## config.mk

```make
export PLATFORM = sky130hd
export DESIGN_NAME = l2_bus_adapter_flat
export DESIGN_NICKNAME = d
export VERILOG_FILES = /design/src/rtl/l2_bus_adapter_if.sv /design/src/rtl/l2_bus_adapter.sv /design/src/flat_wrapper.sv
export SDC_FILE = /design/constraint.sdc
export NUM_CORES = 1
export LEC_CHECK = 0
export ABC_AREA = 1
export CAP_MARGIN = 30
export CORE_MARGIN = 2
export CORE_UTILIZATION = 48
export CTS_BUF_LIST = sky130_fd_sc_hd__clkbuf_16
export DETAILED_ROUTE_END_ITERATION = 16
export DONT_BUFFER_PORTS = 1
export GPL_TIMING_DRIVEN = 0
export PLACE_DENSITY_LB_ADDON = 0.15
export SYNTH_ARGS = -nofsm -noshare
export SYNTH_HDL_FRONTEND = slang
export SYNTH_SLANG_ARGS = --single-unit
```

## constraint.sdc

```tcl
create_clock -name CLK -period 1.5 [get_ports CLK]
set_input_delay 0.15 -clock CLK [delete_from_list [all_inputs] [get_ports CLK]]
set_output_delay 0.15 -clock CLK [all_outputs]
set_load 0.01 [all_outputs]
```

## src/rtl/l2_bus_adapter_if.sv

```systemverilog
// L2 block side and word-wide memory side of the L2 bus adapter.
// slave = adapter view, master = the bus controller / memory environment view.
interface l2_bus_adapter_if #(parameter int BLOCK_SIZE = 2);
  logic                    l2REN;
  logic                    l2WEN;
  logic [31:0]             l2addr;
  logic [32*BLOCK_SIZE-1:0] l2store;
  logic [32*BLOCK_SIZE-1:0] l2load;
  logic [1:0]              l2state;
  logic [31:0]             mem_addr;
  logic                    mem_ren;
  logic                    mem_wen;
  logic [31:0]             mem_wdata;
  logic [31:0]             mem_rdata;
  logic                    mem_busy;
  logic [3:0]              mem_byte_en;

  modport slave (
    input  l2REN, l2WEN, l2addr, l2store, mem_rdata, mem_busy,
    output l2load, l2state, mem_addr, mem_ren, mem_wen, mem_wdata, mem_byte_en
  );

  modport master (
    output l2REN, l2WEN, l2addr, l2store, mem_rdata, mem_busy,
    input  l2load, l2state, mem_addr, mem_ren, mem_wen, mem_wdata, mem_byte_en
  );
endinterface

```

## src/rtl/l2_bus_adapter.sv

```systemverilog
// Splits an L2 block read/write into BLOCK_SIZE word beats on the memory bus.
// Optional L2_ADAPTER_ALIGN_CHECK_EN rejects misaligned block addresses via ERR.
module l2_bus_adapter #(
  parameter int BLOCK_SIZE = 2
) (
  input  logic            CLK,
  input  logic            nRST,
  l2_bus_adapter_if.slave bus
);
  localparam int CW = (BLOCK_SIZE > 1) ? $clog2(BLOCK_SIZE) : 1;
  localparam int LB = $clog2(4*BLOCK_SIZE);
  localparam logic [CW-1:0] LAST = CW'(BLOCK_SIZE-1);
`ifdef L2_ADAPTER_ALIGN_CHECK_EN
  localparam bit ALIGN_CHK = 1'b1;
`else
  localparam bit ALIGN_CHK = 1'b0;
`endif

  // Encodings line up with L2_FREE/BUSY/ACCESS/ERROR so l2state is the state itself.
  typedef enum logic [1:0] {IDLE = 2'd0, BEAT = 2'd1, DONE = 2'd2, ERR = 2'd3} state_t;

  state_t                       r_state;
  logic [CW-1:0]                r_beat;
  logic                         r_wr;
  logic [31:0]                  r_base;
  logic [BLOCK_SIZE-1:0][31:0]  r_data;
  logic [BLOCK_SIZE-1:0][31:0]  r_load;
  logic                         w_misalign;
  logic [31:0]                  w_off;

  assign w_misalign      = ALIGN_CHK && (|bus.l2addr[LB-1:0]);
  assign w_off           = {{(30-CW){1'b0}}, r_beat, 2'b00};
  assign bus.mem_addr    = r_base + w_off;
  assign bus.mem_wdata   = r_data[r_beat];
  assign bus.mem_ren     = (r_state == BEAT) && !r_wr;
  assign bus.mem_wen     = (r_state == BEAT) && r_wr;
  assign bus.mem_byte_en = 4'hF;
  assign bus.l2state     = r_state;
  assign bus.l2load      = r_load;

  always_ff @(posedge CLK or negedge nRST) begin
    if (!nRST) begin
      r_state <= IDLE;
      r_beat  <= '0;
      r_wr    <= 1'b0;
      r_base  <= '0;
      r_data  <= '0;
      r_load  <= '0;
    end else begin
      case (r_state)
        IDLE: if (bus.l2REN || bus.l2WEN) begin
          if (w_misalign) begin
            r_state <= ERR;
          end else begin
            r_state <= BEAT;
            r_beat  <= '0;
            r_wr    <= bus.l2WEN;
            r_base  <= {bus.l2addr[31:LB], {LB{1'b0}}};
            r_data  <= bus.l2store;
          end
        end
        BEAT: if (!bus.mem_busy) begin
          if (!r_wr) r_load[r_beat] <= bus.mem_rdata;
          if (r_beat == LAST) begin
            r_state <= DONE;
            r_beat  <= '0;
          end else begin
            r_beat  <= r_beat + 1'b1;
          end
        end
        DONE:    r_state <= IDLE;
        ERR:     r_state <= IDLE;
        default: r_state <= IDLE;
      endcase
    end
  end
endmodule

```

## src/flat_wrapper.sv

```systemverilog
// flat-port wrapper written by rule: the top's interface ports become plain ports
module l2_bus_adapter_flat 
#(
  parameter int BLOCK_SIZE = 2
)
  (CLK, nRST, bus_l2REN, bus_l2WEN, bus_l2addr, bus_l2store, bus_mem_rdata, bus_mem_busy, bus_l2load, bus_l2state, bus_mem_addr, bus_mem_ren, bus_mem_wen, bus_mem_wdata, bus_mem_byte_en);
  l2_bus_adapter_if #(.BLOCK_SIZE(BLOCK_SIZE)) bus_i ();
  input  logic CLK;
  input  logic nRST;
  input wire logic [$bits(bus_i.l2REN)-1:0] bus_l2REN;
  input wire logic [$bits(bus_i.l2WEN)-1:0] bus_l2WEN;
  input wire logic [$bits(bus_i.l2addr)-1:0] bus_l2addr;
  input wire logic [$bits(bus_i.l2store)-1:0] bus_l2store;
  input wire logic [$bits(bus_i.mem_rdata)-1:0] bus_mem_rdata;
  input wire logic [$bits(bus_i.mem_busy)-1:0] bus_mem_busy;
  output wire logic [$bits(bus_i.l2load)-1:0] bus_l2load;
  output wire logic [$bits(bus_i.l2state)-1:0] bus_l2state;
  output wire logic [$bits(bus_i.mem_addr)-1:0] bus_mem_addr;
  output wire logic [$bits(bus_i.mem_ren)-1:0] bus_mem_ren;
  output wire logic [$bits(bus_i.mem_wen)-1:0] bus_mem_wen;
  output wire logic [$bits(bus_i.mem_wdata)-1:0] bus_mem_wdata;
  output wire logic [$bits(bus_i.mem_byte_en)-1:0] bus_mem_byte_en;
  assign bus_i.l2REN = bus_l2REN;
  assign bus_i.l2WEN = bus_l2WEN;
  assign bus_i.l2addr = bus_l2addr;
  assign bus_i.l2store = bus_l2store;
  assign bus_i.mem_rdata = bus_mem_rdata;
  assign bus_i.mem_busy = bus_mem_busy;
  assign bus_l2load = bus_i.l2load;
  assign bus_l2state = bus_i.l2state;
  assign bus_mem_addr = bus_i.mem_addr;
  assign bus_mem_ren = bus_i.mem_ren;
  assign bus_mem_wen = bus_i.mem_wen;
  assign bus_mem_wdata = bus_i.mem_wdata;
  assign bus_mem_byte_en = bus_i.mem_byte_en;
  l2_bus_adapter #(.BLOCK_SIZE(BLOCK_SIZE)) u_core (.CLK(CLK), .nRST(nRST), .bus(bus_i));
endmodule
```

==> flow_summary.ini, run 1 <==
[status]
status = finished with violations
violations = negative hold slack, negative setup slack

[place]
dpl.hpwl_um = 13940
post_dp_cell_area_um2 = 7162
place.gp.congestion = 0.8104
port_buffers = 0
place_inst = 1012
dp_slack_ns = -0.2382

[global_route]
gr-total-overflow = 0
grt_pass1_wl_um = 32900
grt_max_degree = 162
grt_use_total_pct = 27.95
grt_pass1_vias = 6652
antenna_found_initial = 0

[setup_path]
worstPathRequired_ns = 1.35
worstSetupPathType = register to output port
start_kind = register
path_max_fanout = 6
cp.arrival_ns = 1.41
end_kind = output port

[synth]
yosys_warnings = 0
netlist.area_leader.share_pct = 58.21
ys_seq_elements = 161
synth_area_um2 = 6922
synthCells = 828
synth_flop_cell = dfrtp_1
seq_area_frac_synth_pct = 58.21
yosysMostFrequentCell = nand2_1
ys_types = 15
synthArstFlopShare_pct = 100.0
synthTopCellsByArea = dfrtp_1, nand2_1, nand3_1
synth_top_area_cell = dfrtp_1
synth-edff-count = 0
ys_top_cells_by_count = nand2_1, dfrtp_1, nand3_1
synth_area_per_cell_um2 = 8.359

[detailed_routing]
drt-total-wl_um = 21990
ant_nets = 0
via_count = 6593
wl_per_cell_um = 18.56
drt_iter0_drc = 511
drcViolationCount = 0
drtPass1Iterations = 5
viasPerCell = 5.564

[sta]
worst_pin_slew_ns = 0.5152
grt_setup_unrepaired = true
slew_headroom_pct = 65.65
min_period_ns = 1.563
hold_violations = 163
slew_violations = 0
fmax_ghz = 0.6399
fin_crit_sh_pct = 104.2
setup_viol = 29
fin_setup_tns_ns = -1.169
skew_ns = 0.006150
worst_slack_ns = -0.06278
fin_hold_ws_ns = -0.5818

[finish]
drive_above_1_share_pct = 16.52
final_area_um2 = 9618
antenna_cells = 0
syn2layout_area_growth_pct = 38.96
final_nets = 1125
stdcell_count = 1185

[floorplanning]
fp.dieW_um = 124.1
num_io_pins = 269
rows = 43
start_util_pct = 49.48
die-height_um = 124.1
dieArea_um2 = 15400
core_um2 = 13990

[cts]
clock_sinks = 161
cts-buffers-inserted = 17
hold_buffers = 127
htreeDepth = 4
clk_path_buf_depth = 2
clk-insertion-delay-late_ns = 0.42
clkTransAtPathRegs_ns = 0.06
ctsRootBufferMaster = clkbuf_16
cts_tree = done

[min_path]
hold_path_class = input pin to async pin

[power]
power.leakage_nw = 4.977
irDropWorstVdd_mv = 1.148
powerDensity_nw_per_um2 = 2185

[run]
max-cap-violations = 0
==> layout make-up <==
type / count / area (um2)
Timing Repair Buffer: 143 / 1426
Sequential cell: 161 / 4034
Buffer: 69 / 563.0
Clock buffer: 17 / 425.4
Fill cell: 1042 / 4370
Multi-Input combinational cell: 592 / 2754
Inverter: 8 / 37.54
Tap cell: 180 / 225.2
Clock inverter: 15 / 152.6
==> power by group <==
part           switching (W)  internal (W)
logic                0.00503       0.00314
registers            0.00212       0.00641
clock network        0.00175       0.00258
==> registers in the layout (all words and copies together), names as in the netlist <==
register and count:
u_core.r_data 64, u_core.r_beat 1, u_core.bus.l2state 2, u_core.r_wr 1, u_core.r_base 29, u_core.bus.l2load 64
==> what timing repair did <==
action,CTS,global route
gates cloned,0,2
hold endpoints to repair,322,161
pin swaps,2,12
resized for setup,84,84
setup buffers,10,4
setup endpoints to repair,99,159
==> kinds of logic after synthesis <==
group | after synthesis | synth area share, %
DFF | 161 | 58.21
other | 2 | 0.1085
and+or+nand+nor | 585 | 36.06
AOI/OAI and AO/OA | 1 | 0.07224
buffers and inverters | 79 | 5.550
==> layout by cell type, fill, tap and decap left out, drive strengths merged <==
master       synthesis  routed
nand2              417     417
dfrtp              161     161
dlygate4sd3          0     127
nand3               98      98
nand4               64      64
buf                 56      59
clkbuf              15      43
inv                  8      11
clkinv               0       8
conb                 2       6
nor2                 6       6
bufinv               0       3
o21ai                1       1
clkinvlp             0       1
==> per-stage QoR <==
step	power [W]	util, %	hold WS [ns]
3_5_place_dp	0.01460	51.20	-0.1422
3_3_place_gp	0.01431	51.20	-0.1421
2_1_floorplan	0.01263	-	-0.1456
6_report	0.02102	68.76	-0.5818
4_1_cts	0.02004	66.54	-0.5924
5_1_grt	0.02233	68.76	-0.5992
==> metal layers <==
layer / track usage [%] / wire length, um / vias up
met5: 0 / 0 / -
met4: 10.04 / 449 / 0
met3: 8.333 / 2041 / 37
met2: 49.42 / 11120 / 339
met1: 32.00 / 8377 / 3232
li1: - / - / 2985
==> worst max-delay path: stages, from the launching register on <==
cell and delay, ns:
dfrtp_2 0.45, inv_4 0.09, buf_12 0.14, buf_8 0.14, nand2_1 0.08, nand2_2 0.09
==> final timing paths <==
kind | cells after the start | start | end | slack, ns
worst max-delay path | 5 | u_core.r_beat$_DFFE_PN0P_ | bus_mem_wdata[11] | -0.06
worst min-delay path | 0 | nRST | u_core.bus.l2load[11]$_DFFE_PN0P_ | -0.58
worst max register to register | 6 | u_core.bus.l2state[1]$_DFFE_PN0P_ | u_core.bus.l2load[33]$_DFFE_PN0P_ | 0.08
worst min register to register | 2 | u_core.r_data[35]$_DFFE_PN0P_ | u_core.r_data[35]$_DFFE_PN0P_ | 0.47
max in group asynchronous | 0 | nRST | u_core.r_data[50]$_DFFE_PN0P_ | 1.82
min in group CLK | 4 | bus_mem_busy | u_core.bus.l2load[63]$_DFFE_PN0P_ | -0.01
No activity file was read; power rests on OpenSTA's default activity.
==> run 2: changes to the inputs <==
--- a/config.mk
+++ b/config.mk
@@ -5,11 +5,12 @@
 export SDC_FILE = /design/constraint.sdc
 export NUM_CORES = 1
 export LEC_CHECK = 0
-export ABC_AREA = 1
+export ABC_AREA = 0
 export CAP_MARGIN = 30
 export CORE_MARGIN = 2
 export CORE_UTILIZATION = 48
 export CTS_BUF_LIST = sky130_fd_sc_hd__clkbuf_16
+export CTS_CLUSTER_SIZE = 25
 export DETAILED_ROUTE_END_ITERATION = 16
 export DONT_BUFFER_PORTS = 1
 export GPL_TIMING_DRIVEN = 0
==> run 2 against run 1 <==
Against the previous run: the flow still finishes with violations (negative hold slack, negative setup slack); die area shrank 6.0%; largest cell class unchanged; critical path type is now register to register; sequential power is 4.8% higher; highest routed layer unchanged; final cell count down 35%.
==> flow_summary.ini, run 2 <==
[setup_path]
critPathMostFrequentCell = buf_12
rr_endpoint = u_core.bus.l2load[12]$_DFFE_PN0P_
end_kind = register
path_delay_family = buffers and inverters
reg2regPathDepth = 6
cp.arrival_ns = 2.00
slowest_stage = dfrtp_1
crit_buf_inv = 4
start_kind = register
path_max_fanout = 10
r2r-start = u_core.r_beat$_DFFE_PN0P_
worstSetupPathType = register to register
critPathMaxStageDelay_ns = 0.41
path_cells = buf_12, buf_12, nor4_4, buf_6, buf_12, mux2_2
worstPathRequired_ns = 1.79
ff2ff_setup_slack_ns = -0.21

[synth]
synth-edff-count = 0
synthArstFlopShare_pct = 100.0
yosys_warnings = 0
synth_top_area_cell = dfrtp_1
ys_types = 21
ys_top_cells_by_count = mux2_2, dfrtp_1, buf_4
synth_area_per_cell_um2 = 16.39
seq_area_frac_synth_pct = 62.07
synthCells = 396
yosysMostFrequentCell = mux2_2
synth_flop_cell = dfrtp_1
synth_area_um2 = 6491
synthTopCellsByArea = dfrtp_1, mux2_2, buf_4
netlist.area_leader.share_pct = 62.07
ys_seq_elements = 161

[status]
violations = negative hold slack, negative setup slack
status = finished with violations

[detailed_routing]
wl_per_cell_um = 24.33
drt_iter0_drc = 181
ant_nets = 0
drcViolationCount = 0
drt-total-wl_um = 18760
viasPerCell = 5.384
via_count = 4151
drtPass1Iterations = 6

[floorplanning]
core_um2 = 13240
fp.dieW_um = 120.3
start_util_pct = 49.02
dieArea_um2 = 14470
rows = 42
num_io_pins = 269
die-height_um = 120.3

[global_route]
grt_pass1_wl_um = 28680
grt_use_met1_pct = 30.47
antenna_found_initial = 0
grt_pass1_vias = 4958
use_met2_pct = 45.99
grt_use_total_pct = 26.45
grt_max_degree = 162
use_met3_pct = 9.623
gr-total-overflow = 0
busiest_layer = met2

[cts]
cts-buffers-inserted = 17
cts_tree = done
ctsRootBufferMaster = clkbuf_16
clk-insertion-delay-late_ns = 0.41
clk_path_buf_depth = 2
clock_sinks = 161
clkTransAtPathRegs_ns = 0.06
htreeDepth = 4

[run]
max-cap-violations = 0

[sta]
fin_crit_sh_pct = 114.3
setup_viol = 185
hold_violations = 161
skew_ns = 0.009226
fmax_ghz = 0.5835
grt_setup_unrepaired = true
fin_hold_ws_ns = -0.5691
worst_slack_ns = -0.2139
slew_violations = 0
min_period_ns = 1.714
fin_setup_tns_ns = -18.11

[min_path]
hold_path_class = input pin to async pin

[finish]
drive_above_1_share_pct = 48.07
final_core_util_pct = 76.03
final_cell_mix = mux2_4, dfrtp_1, dlygate4sd3_1
layout_commonest_cell = mux2_4
final_nets = 715
syn2layout_area_growth_pct = 55.11
antenna_cells = 0

[place]
port_buffers = 0
dpl.hpwl_um = 10010
dp_slack_ns = -0.3702
place.gp.congestion = 0.7466

[power]
powerDensity_nw_per_um2 = 2292
irDropWorstVdd_mv = 1.182
power.leakage_nw = 4.748
==> run 2: changes by cell type after synthesis, sizes merged, moves of 7 or more <==
cell	previous run	this run
buf	56	26
mux2	0	189
nand4	64	0
inv	8	1
nand3	98	0
clkbuf	15	1
nand2	417	1
==> run 2: final cells by class <==
type / instances / area [um2]
fillers: 755 / 3174
flip-flops and latches: 161 / 4031
clock inverters: 15 / 127.6
multi-input cells: 211 / 2972
well taps: 176 / 220.2
plain buffers: 23 / 347.8
inverters: 1 / 3.754
clock buffers: 17 / 425.4
repair buffers: 167 / 1941
==> run 2: worst max path at each step <==
stage / to / cells after the start / slack [ns] / start
floorplan: u_core.bus.l2load[0]$_DFFE_PN0P_ / 4 / -0.04 / u_core.bus.l2state[1]$_DFFE_PN0P_
global placement: u_core.r_data[14]$_DFFE_PN0P_ / 4 / -0.41 / u_core.bus.l2state[0]$_DFFE_PN0P_
detailed placement: u_core.r_data[11]$_DFFE_PN0P_ / 4 / -0.37 / u_core.bus.l2state[0]$_DFFE_PN0P_
CTS: u_core.bus.l2load[28]$_DFFE_PN0P_ / 5 / -0.22 / u_core.bus.l2state[1]$_DFFE_PN0P_
global route: u_core.bus.l2load[12]$_DFFE_PN0P_ / 6 / -0.26 / u_core.r_beat$_DFFE_PN0P_
finish: u_core.bus.l2load[12]$_DFFE_PN0P_ / 6 / -0.21 / u_core.r_beat$_DFFE_PN0P_
==> run 2: power by group <==
group | internal, W | switching [W] | leakage [nW]
registers | 0.00659 | 0.00235 | 1.90
logic | 0.00663 | 0.00340 | 2.56
clock network | 0.00241 | 0.00170 | 0.281
==> run 2: cell families after synthesis <==
kind of cell | synth area share (%)
muxes | 32.94
DFF | 62.07
other | 0.1157
and+or+nand+nor | 1.561
AOI/OAI and AO/OA | 0.3663
buffers and inverters | 2.949
==> run 2: stage by stage <==
stage                     std cells  total power (W)  area (um2)
final                           771          0.02308       10070
after floorplan                 400          0.01282        6510
after detailed placement        576          0.01422        6730
after global routing            771          0.02411       10070
after CTS                       778          0.02305       10130
after global placement          576          0.01392        6730
==> run 2: what timing repair did <==
item | in CTS | in global routing
setup buffers | 29 | 2
resized for setup | 251 | 32
cloned | 14 | 1
pin swaps | 2 | 3
hold endpoints to repair | 320 | 163
setup endpoints to repair | 191 | 192
hold buffers | 127 | 1
==> run 2: layer usage <==
| metal | wire length [um] | vias to the layer above |
|---|---|---|
| met3 | 1632 | 17 |
| met5 | 0 | - |
| li1 | - | 1771 |
| met2 | 9816 | 197 |
| met1 | 7039 | 2166 |
| met4 | 269 | 0 |
==> run 3: changes to the inputs <==
--- a/config.mk
+++ b/config.mk
@@ -5,7 +5,7 @@
 export SDC_FILE = /design/constraint.sdc
 export NUM_CORES = 1
 export LEC_CHECK = 0
-export ABC_AREA = 0
+export ABC_AREA = 1
 export CAP_MARGIN = 30
 export CORE_MARGIN = 2
 export CORE_UTILIZATION = 48
@@ -15,6 +15,7 @@
 export DONT_BUFFER_PORTS = 1
 export GPL_TIMING_DRIVEN = 0
 export PLACE_DENSITY_LB_ADDON = 0.15
+export SKIP_LAST_GASP = 1
 export SYNTH_ARGS = -nofsm -noshare
 export SYNTH_HDL_FRONTEND = slang
 export SYNTH_SLANG_ARGS = --single-unit
==> constraint.sdc (replaced) <==
create_clock -name CLK -period 1.7 [get_ports CLK]
set_input_delay 0.17 -clock CLK [delete_from_list [all_inputs] [get_ports CLK]]
set_output_delay 0.17 -clock CLK [all_outputs]
set_load 0.01 [all_outputs]
==> run 3 against run 2 <==
Against the previous run: the flow finishes with violations (negative hold slack); die area increased by 6.4%; sequential power down 17%; clock skew decreased by 0.0023 ns; core utilization fell by 11 points; clock power fell by 7.5%; via count is 55% higher; final area fell by 9.4%; critical endpoint is now bus_mem_wdata[12]; highest routed layer unchanged.
==> flow_summary.ini, run 3 (synthesis gave the netlist of run 1 again) <==
[finish]
register_area_um2 = 4033
fillers = 1100
antenna_cells = 0
final_core_util_pct = 65.20
stdcell_count = 1173
syn2layout_area_growth_pct = 31.76
final_cell_mix = nand2_1, dfrtp_1, dlygate4sd3_1
drive_above_1_share_pct = 10.27
multi_input_area_um2 = 2551
layout_commonest_cell = nand2_1
final_nets = 1113

[setup_path]
start_kind = register
slowest_stage = dfrtp_2
cp.arrival_ns = 1.48
critPathMostFrequentCell = nand2_1
path_delay_family = flip-flops
critPathMaxStageDelay_ns = 0.43
worstPathRequired_ns = 1.53
crit_buf_inv = 2
path_max_fanout = 10
path_cells = inv_2, buf_2, nand2_1, nand2_1
worstSetupPathType = register to output port
end_kind = output port

[sta]
slew_violations = 0
setup_viol = 0
worst_pin_slew_ns = 0.5104
slew_headroom_pct = 65.98
fin_setup_tns_ns = 0
fmax_ghz = 0.6071
skew_ns = 0.006946
hold_violations = 161
fin_crit_sh_pct = 96.89
fin_hold_ws_ns = -0.5598
min_period_ns = 1.647
grt_setup_unrepaired = true

[status]
violations = negative hold slack
status = finished with violations

[place]
place.gp.congestion = 0.8104
port_buffers = 0
place_inst = 1012
dpl.hpwl_um = 13940

[cts]
cts_tree = done
hold_buffers = 127
ctsRootBufferMaster = clkbuf_16
htreeDepth = 4
clk-insertion-delay-late_ns = 0.42
clkTransAtPathRegs_ns = 0.06
cts-buffers-inserted = 17
clock_sinks = 161
clk_path_buf_depth = 2

[min_path]
hold_path_class = input pin to async pin

[floorplanning]
start_util_pct = 49.48
core_um2 = 13990
num_io_pins = 269
rows = 43
dieArea_um2 = 15400
fp.dieW_um = 124.1
die-height_um = 124.1

[power]
powerDensity_nw_per_um2 = 1897
irDropWorstVdd_mv = 0.9969
power.leakage_nw = 4.773
finalPower_w = 0.01730

[global_route]
grt_max_degree = 162
grt_use_total_pct = 27.63
grt_pass1_vias = 6503
antenna_found_initial = 0
grt_pass1_wl_um = 32530
gr-total-overflow = 0

[run]
max-cap-violations = 0

[detailed_routing]
drcViolationCount = 0
ant_nets = 0
via_count = 6453
drt-total-wl_um = 21360
drt_iter0_drc = 455
drtPass1Iterations = 6
wl_per_cell_um = 18.21
viasPerCell = 5.501
==> run 3: cell types whose count changed in the layout (fill, tap and decap cells not counted), sizes merged, moves of 6 or more <==
cell | previous run | this run
clkbuf | 20 | 30
inv | 5 | 11
mux2 | 189 | 0
nand2 | 1 | 417
nand3 | 0 | 98
nand4 | 0 | 64
==> run 3: repair_timing <==
item	in CTS	in global routing
setup buffers	1	2
endpoints found under the hold margin	322	161
endpoints found under the setup margin	34	34
resized for setup	27	15
pin swaps	1	0
==> run 3: cell type report <==
cell class / count / share of cell area, %
Buffer: 70 / 4.486
Tap cell: 180 / 2.469
Inverter: 8 / 0.3293
Clock buffer: 17 / 4.665
Multi-Input combinational cell: 592 / 27.97
Timing Repair Buffer: 130 / 14.19
Clock inverter: 15 / 1.674
Sequential cell: 161 / 44.22
==> run 3: final timing paths <==
check / depth (start not counted) / to / slack, ns / startpoint
worst max-delay path: 4 / bus_mem_wdata[12] / 0.05 / u_core.r_beat$_DFFE_PN0P_
worst min-delay path: 0 / u_core.bus.l2load[11]$_DFFE_PN0P_ / -0.56 / nRST
worst max register to register: 5 / u_core.r_data[34]$_DFFE_PN0P_ / 0.09 / u_core.bus.l2state[1]$_DFFE_PN0P_
worst min register to register: 2 / u_core.r_data[35]$_DFFE_PN0P_ / 0.47 / u_core.r_data[35]$_DFFE_PN0P_
max in group asynchronous: 0 / u_core.r_data[32]$_DFFE_PN0P_ / 1.89 / nRST
min in group CLK: 4 / u_core.bus.l2load[23]$_DFFE_PN0P_ / 0.11 / bus_mem_busy
==> run 3: layer usage <==
layer | global-route usage (%) | wire, um
met2 | 48.19 | 10720
met5 | 0 | 0
met1 | 32.09 | 8062
met3 | 8.242 | 2054
met4 | 10.18 | 520
==> run 3: through the flow <==
step | worst slack (ns) | area [um2]
after floorplan | 0.3832 | 6937
after global placement | -0.04665 | 7162
after detailed placement | -0.05817 | 7162
after CTS | 0.002350 | 9070
after global routing | -0.02635 | 9120
final | 0.05294 | 9120
==> run 3: power by group <==
group	internal, W	switching (W)
clock	0.00227	0.00153
sequential	0.00565	0.00179
combinational	0.00201	0.00405
